File: config.mk
export PLATFORM = sky130hd
export DESIGN_NAME = pipe_stage_skid
export DESIGN_NICKNAME = d
export VERILOG_FILES = /design/src/rtl/pipe_stage_skid.sv
export SDC_FILE = /design/constraint.sdc
export NUM_CORES = 1
export LEC_CHECK = 0
export ABC_AREA = 1
export BUFFER_PORTS_ARGS = -buffer_cell sky130_fd_sc_hd__buf_2
export CAP_MARGIN = 25
export CORE_MARGIN = 3
export CORE_UTILIZATION = 49
export DETAILED_ROUTE_END_ITERATION = 12
export PLACE_DENSITY = 0.8
export SYNTH_ARGS = -nofsm -noshare
export SYNTH_HDL_FRONTEND = slang
export SYNTH_SLANG_ARGS = --single-unit
File: constraint.sdc
create_clock -name clk -period 1.8 [get_ports clk]
set_clock_uncertainty 0.1 [all_clocks]
set_input_delay 0 -clock clk [delete_from_list [all_inputs] [get_ports clk]]
set_output_delay 0 -clock clk [all_outputs]
set_load 0.02 [all_outputs]
File: src/rtl/pipe_stage_skid.sv
// Valid/ready pipeline stage with optional 2-entry skid buffer and synchronous flush.
// Define PIPE_STAGE_PERF_EN to add saturating stall/flush counters.
module pipe_stage_skid #(
  parameter int unsigned        DATA_W    = 32,
  parameter logic [DATA_W-1:0]  RESET_VAL = '0,
  parameter int unsigned        SKID      = 1
) (
  input  logic              clk,
  input  logic              rst_n,
  input  logic              flush,
  input  logic              in_valid,
  output logic              in_ready,
  input  logic [DATA_W-1:0] in_data,
  output logic              out_valid,
  input  logic              out_ready,
  output logic [DATA_W-1:0] out_data
`ifdef PIPE_STAGE_PERF_EN
  ,
  output logic [31:0]       stall_cnt,
  output logic [31:0]       flush_cnt
`endif
);

  // Bit 0 is main_valid and bit 1 is skid_valid, so both come straight off flops.
  typedef enum logic [1:0] {
    ST_EMPTY = 2'b00,
    ST_FULL  = 2'b01,
    ST_SKID  = 2'b11
  } state_e;

  state_e            state_q, state_d;
  logic [DATA_W-1:0] main_data_q, main_data_d;
  logic [DATA_W-1:0] skid_data_q, skid_data_d;
  logic              in_ready_q, in_ready_d;
  logic              in_xfer;
  logic              out_xfer;

  assign out_valid = state_q[0];
  assign out_data  = main_data_q;
  assign in_ready  = (SKID != 0) ? in_ready_q : (!state_q[0] || out_ready);

  assign in_xfer  = in_valid && in_ready;
  assign out_xfer = out_valid && out_ready;

  always_comb begin
    state_d     = state_q;
    main_data_d = main_data_q;
    skid_data_d = skid_data_q;
    if (flush) begin
      state_d     = ST_EMPTY;
      main_data_d = RESET_VAL;
      skid_data_d = RESET_VAL;
    end else if (SKID != 0) begin
      case (state_q)
        ST_EMPTY: begin
          if (in_xfer) begin
            main_data_d = in_data;
            state_d     = ST_FULL;
          end
        end
        ST_FULL: begin
          if (in_xfer && out_ready) begin
            main_data_d = in_data;
          end else if (in_xfer) begin
            skid_data_d = in_data;
            state_d     = ST_SKID;
          end else if (out_ready) begin
            state_d = ST_EMPTY;
          end
        end
        ST_SKID: begin
          if (out_ready) begin
            main_data_d = skid_data_q;
            state_d     = ST_FULL;
          end
        end
        default: state_d = ST_EMPTY;
      endcase
    end else begin
      if (in_xfer) begin
        main_data_d = in_data;
        state_d     = ST_FULL;
      end else if (out_xfer) begin
        state_d = ST_EMPTY;
      end
    end
    // Registered ready: low exactly when the skid entry will be occupied.
    in_ready_d = (state_d != ST_SKID);
  end

  always_ff @(posedge clk or posedge rst_n) begin
    if (rst_n) begin
      state_q     <= ST_EMPTY;
      main_data_q <= RESET_VAL;
      skid_data_q <= RESET_VAL;
      in_ready_q  <= 1'b1;
    end else begin
      state_q     <= state_d;
      main_data_q <= main_data_d;
      skid_data_q <= skid_data_d;
      in_ready_q  <= in_ready_d;
    end
  end

`ifdef PIPE_STAGE_PERF_EN
  logic [31:0] stall_cnt_q, stall_cnt_d;
  logic [31:0] flush_cnt_q, flush_cnt_d;

  always_comb begin
    stall_cnt_d = stall_cnt_q;
    flush_cnt_d = flush_cnt_q;
    if (out_valid && !out_ready && (stall_cnt_q != '1)) begin
      stall_cnt_d = stall_cnt_q + 32'd1;
    end
    if (flush && (flush_cnt_q != '1)) begin
      flush_cnt_d = flush_cnt_q + 32'd1;
    end
  end

  always_ff @(posedge clk or posedge rst_n) begin
    if (rst_n) begin
      stall_cnt_q <= '0;
      flush_cnt_q <= '0;
    end else begin
      stall_cnt_q <= stall_cnt_d;
      flush_cnt_q <= flush_cnt_d;
    end
  end

  assign stall_cnt = stall_cnt_q;
  assign flush_cnt = flush_cnt_q;
`endif

endmodule

Word-level counts from Yosys, hierarchy flattened
Cells that the tools add are included.
Storage, ports and cells
  flip-flop bits (word level): 67
  output and inout port bits: 34
Operators by class
  equal/unequal tests: 7
  multiplexer cells: 15
  reduce and logical (&&, ||, !) cells: 8
Operator list (number)
  2-to-1 mux 32 bit: 7
  one-hot mux 32 bit (3 select lines): 1
  2-to-1 mux 2 bit: 6
  inequality test 3 bit, second input constant: 3
  one-hot mux 2 bit (3 select lines): 1
  inequality test 2 bit, second input constant: 2
  AND reduction 4 bit: 1
  nonzero test 2 bit: 2
  nonzero test 4 bit: 1
  AND reduction 3 bit: 1
  == test 2 x 1 -> 1 bit, second input constant: 1
  == test 2 bit, second input constant: 1
  logical AND 1 bit: 2
  zero test 2 bit: 1

Depth between registers and ports, before layout
Gate-level depths: netlist of run 1.
  word-level depth: 6
  mapped depth: 9

Worst setup path after synthesis of run 1
Ideal clock, no wire load.
  path type: register to register
  from: register state_q[0]
  to: register skid_data_q[10]
  library setup time: 0.117 ns
  arrival time: 1.288 ns
  data required time: 1.583 ns
  slack: 0.295 ns
  cell stages (with the launch flop): 10
  buffers on the path: 2
  path through: dfrtp_1 -> buf_4 -> inv_2 -> nor2_4 -> nand3_4 -> nand2_4 -> inv_2 -> buf_6 -> nand2_1 -> nand2_1
Between the ends
  word-level cells in the longest chain between the ends: 3
RTL lines
  start, declared: RTL line 31  | state_e state_q, state_d;
  start signal, assigned: RTL line 98  | state_q <= state_d;
  == test 2 x 1 -> 1 bit: RTL line 54  | case (state_q)
  nonzero test 2 bit (no source line)
  AND reduction 3 bit (no source line)
  end signal, assigned: RTL line 100  | skid_data_q <= skid_data_d;
  end, declared: RTL line 33  | logic [DATA_W-1:0] skid_data_q, skid_data_d;
Every way passes these cells.
A chain may end at the register's enable or synchronous reset.

Worst setup path in the final report of run 1
  from: register in_ready_q, in the netlist in_ready
  to: register state_q[0]
Between the ends
  word-level cells in the longest chain between the ends: 5
  elaborated cells between the ends (all ways): 7
  classes of those cells: 5 x mux; 2 x reduce/logical
RTL lines
  start, declared: RTL line 34  | logic in_ready_q, in_ready_d;
  start signal, assigned: RTL line 101  | in_ready_q <= in_ready_d;
  logical AND 1 bit *: RTL line 42  | assign in_xfer = in_valid && in_ready;
  2-to-1 mux 2 bit or logical AND 1 bit (tied branches): RTL line 64, 62
  2-to-1 mux 2 bit: RTL line 62  | if (in_xfer && out_ready) begin
  one-hot mux 2 bit (3 select lines) *: RTL line 54
  2-to-1 mux 2 bit *: RTL line 49  | if (flush) begin
  via state_d[0]: RTL line 31
The timed path passes the listed nets; every way through them passes the cells marked *.

==> run summary, run 1 <==
In this run, the number of DRC markers left after iteration 0 of detailed routing was 238. Count of endpoints failing hold in the final timing report: 0. The total vias in the final route is 3368. The library cells used most frequently in the layout, excluding fill and tap cells, are 208 x nand2_1, 70 x buf_2, 66 x dfrtp_1.

The measured slew at the worst slew-check pin is 656 ps. The slowest stage of the critical path is the dlygate4sd3_1 cell. The largest stage delay on the critical path is 570 ps, and the clock net sink count is 67. The ratio of total power to cell area was 777 nW/µm²; the switching share of power was 30.9%. Setup violations remaining at the end of the flow were counted as 0. In this run the horizontal extent of the chip is 89.8 µm.

The tool flagged a number of max-cap violations equal to 0. For the fill cell instance count of the final layout, the log shows 561. The initial antenna violation count is 0, and the normalized max-slew margin is 56.2%. The count of buffers added on input and output ports is 70. Category of cells accounting for the largest share of critical-path delay: buffers and inverters.

The placeable core region came out at 6570 µm². The tools report the launch instance of the worst register-to-register path as in_ready. In this run the most critical hold path is launched from in_valid. The run finished with clean final reports. Of all nets on the critical path, the largest fanout is 3.

For the total placed cells including tap cells, the log shows 624. Walking the worst path, the cells encountered are nand2_1 -> inv_1 -> nand2_1 -> a21oi_1 -> dlygate4sd3_1. The reported net switching power was 1.06 mW. For the maximum frequency from static timing analysis, the log shows 0.584 GHz. Entering global routing, the biggest net connects 37 pins. The floorplan has 29 rows. Summing the sequential cell areas from Yosys gives 48.7% of the chip area. Setup slack at placement: -14.5 ps. In this run the worst setup path begins at in_ready. Counting distinct cell types in the post-synthesis netlist gives 20. The tools report the number of top-level design ports as 71. The final worst-path setup slack is 88.4 ps, and the sequential share of power is 49.2%. After clock tree synthesis, the clock-pin slew on the worst setup and hold paths is 70 ps. The routed design has 8770 µm of wire. Cells with a size suffix above 1 make up 19.5% of the layout. Summed over all cells, the static leakage comes to 2.69 nW.

The first TritonRoute pass finished after 5 iterations. After detailed routing, the average wire length per cell comes to 12.9 µm. The run gives 52.4% as the starting density of the core. Endpoint class of the critical path: a flip-flop. Detailed placement ended at an HPWL of 5360 µm. The longest clock path from root to sink contains 2 buffers. The number of buffers created by CTS was 9.

Clock root buffer: clkbuf_8. At the later pin of the worst-skew pair, clock insertion delay measures 340 ps. At the worst endpoint, the required time is 1970 ps. The combinational share of power is 19.5%.

Cell repeated most along the worst path: nand2_1. TritonCTS built the clock tree. Setup repair after global routing left no endpoint under its margin. The post-synthesis to final-layout area growth came out at 27.5%. The logs give 15300 µm for the first-pass GRT wire length and 678 for the final instance count without filler cells. The most common library cell in the layout ignoring fill and taps is nand2_1.

The tools report the post-route antenna net violation count as 0. At the end of the flow, the number of nets in the layout was 617. The die boundary height is 89.8 µm, and the total of flip-flops plus latches after synthesis is 67. The data arrival time of the worst path came out at 1880 ps. For the total internal power, the log shows 2.36 mW. The critical path is of the flip-flop to flip-flop type. After detailed routing, the number of vias per cell comes to 4.97. The number of nets handed over by synthesis was 513.

Final count of pins violating max slew: 0. The logs give 3 for the H-tree depth reported by CTS and 0 for the count of buffers added by post-CTS timing repair for setup. The startpoint kind of the worst setup timing path was a flip-flop.

The routed design could run at a clock period as short as 1710 ps. For the die area, the log shows 8070 µm². The number of antenna diodes in the final layout is 0. The run gives 0.519 mV as the peak ir drop on the vdd network. The mean post-synth cell area was 7.23 µm². The number of global-route vias before repair is 3304. Together, buffers and inverters on the worst path number 2.

The Yosys step of the flow raised 0 warnings. After synthesis the cells add up to 3440 µm². For this run, the total global-route usage over all layers was measured as 22.8%. The synthesized instance count was 476; the weighted congestion at the end of routability-driven global placement was 0.820. The leftover overflow at the end of global routing was 0; the final routed DRC violation total was 0. Path category of the worst min-delay check: input pin to flip-flop. After layout, the worst path uses 95.1% of the clock period. Clock group share of total power: 31.3%.
==> layer usage <==
layer	wire length (µm)	part of all wire [%]	up-vias	GRT usage [%]
met4	180	2.1	0	9.07
li1	-	-	1647	-
met5	0	0	-	0
met2	4240	48	110	39.2
met1	3870	44	1595	28.7
met3	478	5.5	16	3.76
==> stage by stage <==
stage	TNS [ps]	hold slack, ps	area (µm²)	total power, mW	util [%]
5_1_grt	0	71.3	4390	3.58	66.8
3_5_place_dp	-15.2	30.0	3840	2.30	58.4
3_3_place_gp	0	18.3	3840	2.28	58.4
6_report	0	64.6	4390	3.41	66.8
2_1_floorplan	0	-36.9	3440	2.10	-
4_1_cts	0	20.8	4380	3.42	66.7
==> flip-flops by register name (all words and copies together) (netlist names) <==
signal	count
in_ready	1
out_data	32
skid_data_q	32
state_q	2
==> power groups by stage <==
stage | clock, mW | sequential [mW] | combinational, mW
5_1_grt | 1.15 | 1.69 | 0.740
6_report | 1.07 | 1.68 | 0.666
3_3_place_gp | 0 | 1.70 | 0.579
3_5_place_dp | 0 | 1.71 | 0.592
2_1_floorplan | 0 | 1.79 | 0.305
4_1_cts | 1.08 | 1.68 | 0.662
==> area by class of cell <==
| cell class | count | area (µm²) | share of cell area [%] |
|---|---|---|---|
| flip-flops and latches | 67 | 1680 | 38.2 |
| multi-input cells | 342 | 1440 | 32.8 |
| repair buffers | 119 | 840 | 19.1 |
| inverters | 41 | 156 | 3.56 |
| clock buffers | 10 | 128 | 2.91 |
| well taps | 93 | 116 | 2.65 |
| clock inverters | 6 | 32.5 | 0.741 |
==> cells in the mapped netlist, drive strengths merged <==
cell type / number / area share (%)
a21oi: 3 / 0.44
buf: 25 / 5.2
clkbuf: 2 / 0.22
dfrtp: 66 / 48
dfstp: 1 / 0.76
inv: 41 / 4.5
nand2: 210 / 23
nand3: 56 / 9.0
nand4: 1 / 0.18
nor2: 68 / 8.1
o21ai: 3 / 0.44
==> worst paths after layout <==
| path | end | slack (ps) | cells past startpoint |
|---|---|---|---|
| worst max-delay path | state_q[0] | 90 | 5 |
| worst min-delay path | state_q[1] | 60 | 5 |
| worst max register to register | state_q[0] | 90 | 5 |
| worst min register to register | out_data[8] | 370 | 2 |
| max in group asynchronous | out_data[2] | 770 | 4 |
| min in group asynchronous | out_data[25] | 200 | 3 |
==> cell families (layout without fill, tap and decap cells) <==
family,after synthesis,after routing,share of synthesized area [%]
DFF,67,67,48.7
and+or+nand+nor,335,336,40.5
AOI/OAI and AO/OA,6,6,0.872
buffers and inverters,68,176,9.92
==> worst register-to-register path, cell delays in order (launching register included) <==
cell	delay, ps
dfstp_2	550
nand2_1	90
inv_1	130
nand2_1	70
a21oi_1	150
dlygate4sd3_1	570
==> repair_timing <==
action                                  CTS  global route
hold buffers                             37             0
cloned                                    1             0
endpoints found under the hold margin    77             0
endpoints found under the setup margin   30            59
resized for setup                         1             5
Power figures use the tool's default switching activity.
==> run 2, diff against run 1 <==
Settings changed: CORE_UTILIZATION 49 to 33, PLACE_DENSITY 0.8 to 0.6.
==> run 2 against run 1 <==
- sequential cell count is the same
- first-iteration DRC count shrank 47%
- utilization shrank 21 points
- final cell count grew 6.3%
- fmax grew 2.0%
- hold slack gained 100 ps
- sequential power is essentially flat
- register-to-register slack gained 40 ps
- critical path depth grew 2
- critical path type is now input pin to flip-flop
- largest cell class unchanged
==> run summary, run 2 (synthesis results as in run 1) <==
The run finished with clean final reports. The worst-case IR drop observed on VDD is 0.434 mV. After detailed routing, the number of vias per cell comes to 4.47. Final worst-path setup slack: 123 ps. The total vias in the final route is 3225, and the largest stage delay on the critical path is 600 ps.

The ratio of total power to cell area was 861 nW/µm². The first global-routing pass estimated 15200 µm of wire. The time the worst path needs with I/O delays and setup works out to 1680 ps. The most common library cell in the layout ignoring fill and taps was nand2_1. The starting density of the core was 34.6%; the biggest fanout along the worst timing path was 20.

Relative to the synthesized area, the layout overhead comes to 32.1%. The worst setup path is launched from an input pin. The worst register-to-register path has a depth of 5.

The initial antenna violation count is 0, and the sequential share of power is 42.9%. The tree built by TritonCTS fans out to 67 sinks. Summed over all nets, the switching power comes to 1.08 mW. The cell sitting at the root of the clock tree is a clkbuf_8. The count of nets left with antenna violations once routing finished came out at 0.

Setup repair after global routing could not meet its margin everywhere. The routed wire length per instance works out to 12.3 µm. The share of cells above drive strength 1 works out to 19.9%. The die outline width works out to 108 µm. The number of optimization iterations in the first detailed-route pass was 4; the total buffers and inverters traversed by the critical path was 6.

The leakage power figure is 2.74 nW. The die boundary height is 108 µm. The number of input and output port buffers inserted was 70; the normalized max-slew margin was 61.4%.

The data required time at the worst endpoint came out at 1980 ps. The insertion delay to the later sink of the worst-skew pair is 340 ps, and the number of top-level design ports is 71. The placed standard-cell area is 3890 µm².

Walking the worst path, the cells encountered are dlygate4sd3_1 -> buf_2 -> inv_2 -> buf_6 -> nand4_1 -> dlygate4sd3_1 -> inv_1. Summed over all nets, the half-perimeter wirelength after detailed placement is 5710 µm. Setup violations remaining at the end of the flow were counted as 0. The endpoint identified for the worst register-to-register timing path is state_q[0]. After routing the design area is 4550 µm².

In the routed design, unresolved DRC markers number 0. The logs give 0 for the final count of pins violating max slew and 0 for the max-capacitance violation count. In this run the deepest clock path goes through 2 buffers.

The total internal power came out at 2.83 mW. The maximum frequency from static timing analysis came out at 0.596 GHz. The tools report the setup slack at placement as -32.4 ps.

The leftover overflow at the end of global routing is 0. The tools report the launch instance of the worst register-to-register path as in_ready. Of the total power, the share spent switching nets is 27.7%. The region available for standard cell placement spans 9950 µm².

TritonCTS built the clock tree. For this run, the post-layout net count is 620. The number of global-route vias before repair is 3118, and the share of the clock period used by the worst path after layout is 93.2%. Global routing used 16.5% of the available tracks. The kind of cell with the highest combined delay along the critical path is buffers and inverters. Clock tree synthesis inserted a total of 9 buffers. Cell at the slowest stage of the critical path: dlygate4sd3_1. For flop-to-flop paths, the worst setup slack is 130 ps.

The critical path is of the input pin to flip-flop type. The floorplan has 36 rows. The count of endpoints failing hold in the final timing report was 0; the measured slew at the worst slew-check pin was 578 ps. STA classifies the critical path endpoint as a flip-flop. Leaving out fill and tap cells, the most frequent cells in the layout are 208 x nand2_1, 70 x buf_2, 66 x dfrtp_1. The clock group share of total power came out at 40.2%. The die area is 11700 µm². Entering global routing, the biggest net connects 33 pins. Combinational logic burns 16.9% of the power.

Path category of the worst min-delay check: input pin to async pin. The antenna diode count was 0. After detailed routing, the total wire length is 8860 µm.

The violation count after the first detailed-routing iteration came out at 125. At the worst endpoint, the arrival time is 1860 ps. The cell repeated most along the worst path is dlygate4sd3_1.

The clock tree synthesis step divided the H-tree into 3 levels. The congestion estimate from routability-driven global placement came to 0.773. After filler insertion, the fill cell instance count of the layout stands at 1025. After clock tree synthesis, the clock-pin slew on the worst setup and hold paths is 80 ps.
==> run 2: cell count changes in the layout (fill, tap and decap cells not counted), moves of 2 or more <==
cell / delta
buf_4: +3
bufinv_16: +3
clkinv_2: -4
clkinv_4: +2
nor2_1: +2
nor2_2: -2
==> run 2: worst max-delay path by stage <==
stage	slack [ps]	depth (start not counted)	startpoint	to
2_1_floorplan	20	1	rst_n	out_data[0]
3_3_place_gp	60	6	in_ready	out_data[6]
3_5_place_dp	-30	6	in_ready	out_data[30]
4_1_cts	90	7	flush	state_q[1]
5_1_grt	-10	6	in_ready	out_data[30]
6_report	120	7	flush	state_q[1]
==> run 2: stage by stage <==
stage,instances,hold slack (ps),power [mW],setup TNS [ps],util [%]
6_report,721,165,3.91,0,45.7
5_1_grt,721,208,4.11,-23.6,45.7
4_1_cts,720,165,3.97,0,45.4
3_5_place_dp,666,-1.04,2.31,-167,39.1
3_3_place_gp,666,-6.11,2.29,0,39.1
2_1_floorplan,476,-36.9,2.10,0,-
==> run 2: cell type report <==
class | count | area (µm²) | share of cell area, %
Sequential cell | 67 | 1680 | 36.9
Multi-Input combinational cell | 342 | 1430 | 31.5
Tap cell | 133 | 166 | 3.66
Timing Repair Buffer | 122 | 862 | 19.0
Inverter | 41 | 156 | 3.44
Clock inverter | 6 | 113 | 2.48
Clock buffer | 10 | 138 | 3.03
==> run 2: power groups by stage <==
stage | Sequential, mW | Clock [mW] | Combinational (mW)
3_3_place_gp | 1.70 | 0 | 0.591
4_1_cts | 1.68 | 1.62 | 0.668
5_1_grt | 1.70 | 1.67 | 0.746
3_5_place_dp | 1.71 | 0 | 0.600
2_1_floorplan | 1.79 | 0 | 0.305
6_report | 1.68 | 1.57 | 0.660
==> run 2: timing repair <==
item	CTS	global route
resized for setup	1	4
hold buffers	37	0
setup buffers	0	1
setup endpoints to repair	19	19
gates cloned	1	0
pin swaps	0	1
endpoints found under the hold margin	88	0
==> run 2: tightest hold or removal path, cell delays in order <==
cell	delay [ps]
dlygate4sd3_1	530
buf_2	120
inv_2	420
==> run 2: routing by layer <==
layer	track usage, %	up-vias	part of all wire (%)	routed length, µm
met1	22.1	1492	47	4160
li1	-	1651	-	-
met2	27.2	73	48	4220
met5	0	-	0	0
met3	3.16	9	4.5	396
met4	4.96	0	0.96	85
==> run 3, diff against run 2 <==
Settings changed: CORE_UTILIZATION 33 to 40, PLACE_DENSITY 0.6 to 0.69.
==> run 3 against run 2 <==
- die area down 17%
- sequential power about the same
- worst setup slack gained 18 ps
- largest power group unchanged
- highest routed layer unchanged
==> run summary, run 3 (synthesis results as in run 1) <==
The path category of the worst min-delay check is input pin to async pin. The final number of setup-violating endpoints was 0; the total half-perimeter wirelength after legalization and detailed placement was 5280 µm. The die is 98.8 µm wide.

The logs give 4 for the number of optimization iterations in the first detailed-route pass and 15000 µm for the first-pass GRT wire length. Summed over all layers, the routed wires come to 8730 µm. The top cell types in the final layout, fill and taps aside, are 208 x nand2_1, 70 x buf_2, 66 x dfrtp_1. In the final design database the tool counted 615 nets. In this run, the number of DRC markers left after iteration 0 of detailed routing was 201. Buffers inserted during clock tree synthesis total 9. At the end of the flow the core is filled with cells to 54.1%. The floorplan step set the die height to 98.8 µm. The measured slew at the worst slew-check pin is 445 ps. The row count was 33; the routed wire length per instance was 12.7 µm. The type of the setup path with the least slack was flip-flop to flip-flop. The time the worst path needs with I/O delays and setup is 1660 ps, and the biggest fanout along the worst timing path is 3. Summed over all cells, the static leakage comes to 2.72 nW. The logs give 0 for the count of endpoints failing hold in the final timing report and 0 for the leftover overflow at the end of global routing.

The run gives 3 as the H-tree depth reported by CTS. The clock net sink count came out at 67. The final count of pins violating max slew is 0, and the max-capacitance violation count is 0. The normalized max-slew margin is 70.2%, and the weighted congestion at the end of routability-driven global placement is 0.815. The starting density of the core was 41.5%. The share of the clock period used by the worst path after layout is 92.2%. Data on the critical path arrives at its endpoint at 1840 ps. Dividing the detail-routed via count by the number of cells gives 4.69.

For this run, the number of standard cells in the final layout without fillers is 688. The insertion delay to the later sink of the worst-skew pair is 340 ps. The run gives 3229 as the number of global-route vias before repair. The flow ran to the end, and the final reports show no timing, DRC or antenna violations. The share of cells above drive strength 1 is 19.4%.

Ratio of total power to cell area: 874 nW/µm². The tree is rooted in a clkbuf_8. From synthesis to final layout, the design area changed by 30.4%. The die covers 9750 µm². Fill cells in the final layout number 800.

Timing analysis after detailed placement gives a worst setup slack of -27.1 ps. Startpoint kind of the worst setup timing path: a flip-flop. The deepest clock path buffer count was 2; the antenna diode count was 0. The tools report the initial antenna violation count as 0. The run gives 633 as the total placed cells including tap cells. The logs give 3226 for the total vias in the final route and 71 for the number of top-level design ports. During placement, the flow inserted port buffers numbering 70. The most common library cell in the layout ignoring fill and taps is nand2_1. Once routing completed, OpenROAD measured the worst setup slack at 140 ps.

For this run, design rule violations remaining after detail routing come to 0. Maximum frequency from static timing analysis: 0.602 GHz. STA classifies the critical path endpoint as a flip-flop.

The placeable core region was 8300 µm². IR analysis of the VDD net gives a maximum drop of 0.423 mV. In the global route stage, overall resource usage came out at 18.8%. For the worst setup path, the data required time is 1980 ps. The register clock-pin slew on the reported worst setup and hold paths works out to 80 ps. Setup repair after global routing left no endpoint under its margin. The design draws 3.92 mW. TritonCTS built the clock tree.

The detail route stage leaves a number of antenna-violating nets equal to 0. Entering global routing, the biggest net connects 68 pins.
## run 3: cell count changes in the layout (fill, tap and decap cells not counted)
cell    delta
nor2_2     +2
inv_1      +1
buf_6      -1
inv_2      -1
buf_4      -5
buf_12     +1
nor2_1     -2
## run 3: timing repair
item	4_1_cts	5_1_grt
hold buffers	37	0
pin swaps	0	1
endpoints found under the hold margin	132	0
buffers inserted	0	1
gates cloned	1	0
endpoints found under the setup margin	27	25
gates resized for setup	1	4
## run 3: worst paths after layout
check                                   from              end  slack (ps)  cells past startpoint
worst max register to register      in_ready       state_q[0]         140                      5
worst max-delay path                in_ready       state_q[0]         140                      5
min in group clk                    in_valid  skid_data_q[21]         190                      7
worst min register to register  out_data[11]     out_data[11]         370                      2
max in group asynchronous              rst_n         in_ready        1110                      4
worst min-delay path                   rst_n     out_data[14]         190                      4
## run 3: cell type report
cell class | instances | area [µm²] | share of cell area [%]
flip-flops and latches | 67 | 1680 | 37.4
multi-input cells | 342 | 1440 | 32.1
repair buffers | 117 | 833 | 18.6
inverters | 41 | 156 | 3.48
clock buffers | 10 | 138 | 3.07
well taps | 105 | 131 | 2.93
clock inverters | 6 | 113 | 2.51
## run 3: critical path: stages, from the launching register on
cell,delay [ps]
dfstp_2,540
nand2_1,80
inv_1,120
nand2_1,70
a21oi_1,140
dlygate4sd3_1,550
## run 3: metal layers
| layer | share of wire [%] | track usage [%] | up-vias |
|---|---|---|---|
| met3 | 5.3 | 4.53 | 8 |
| li1 | - | - | 1644 |
| met4 | 1.1 | 4.94 | 0 |
| met2 | 47 | 31.5 | 82 |
| met1 | 46 | 24.6 | 1492 |
| met5 | 0 | 0 | - |
## run 3: per-stage QoR
stage | hold WS [ps] | cell area [µm²] | setup TNS (ps)
after floorplan | -36.9 | 3440 | 0
after global placement | 3.94 | 3830 | -6.35
after detailed placement | 3.70 | 3830 | -182
after CTS | 176 | 4460 | 0
after global routing | 208 | 4490 | 0
final | 189 | 4490 | 0
## run 3: power by group
group	internal [mW]	switching, mW
Combinational	0.254	0.412
Sequential	1.62	0.0623
Clock	0.961	0.615
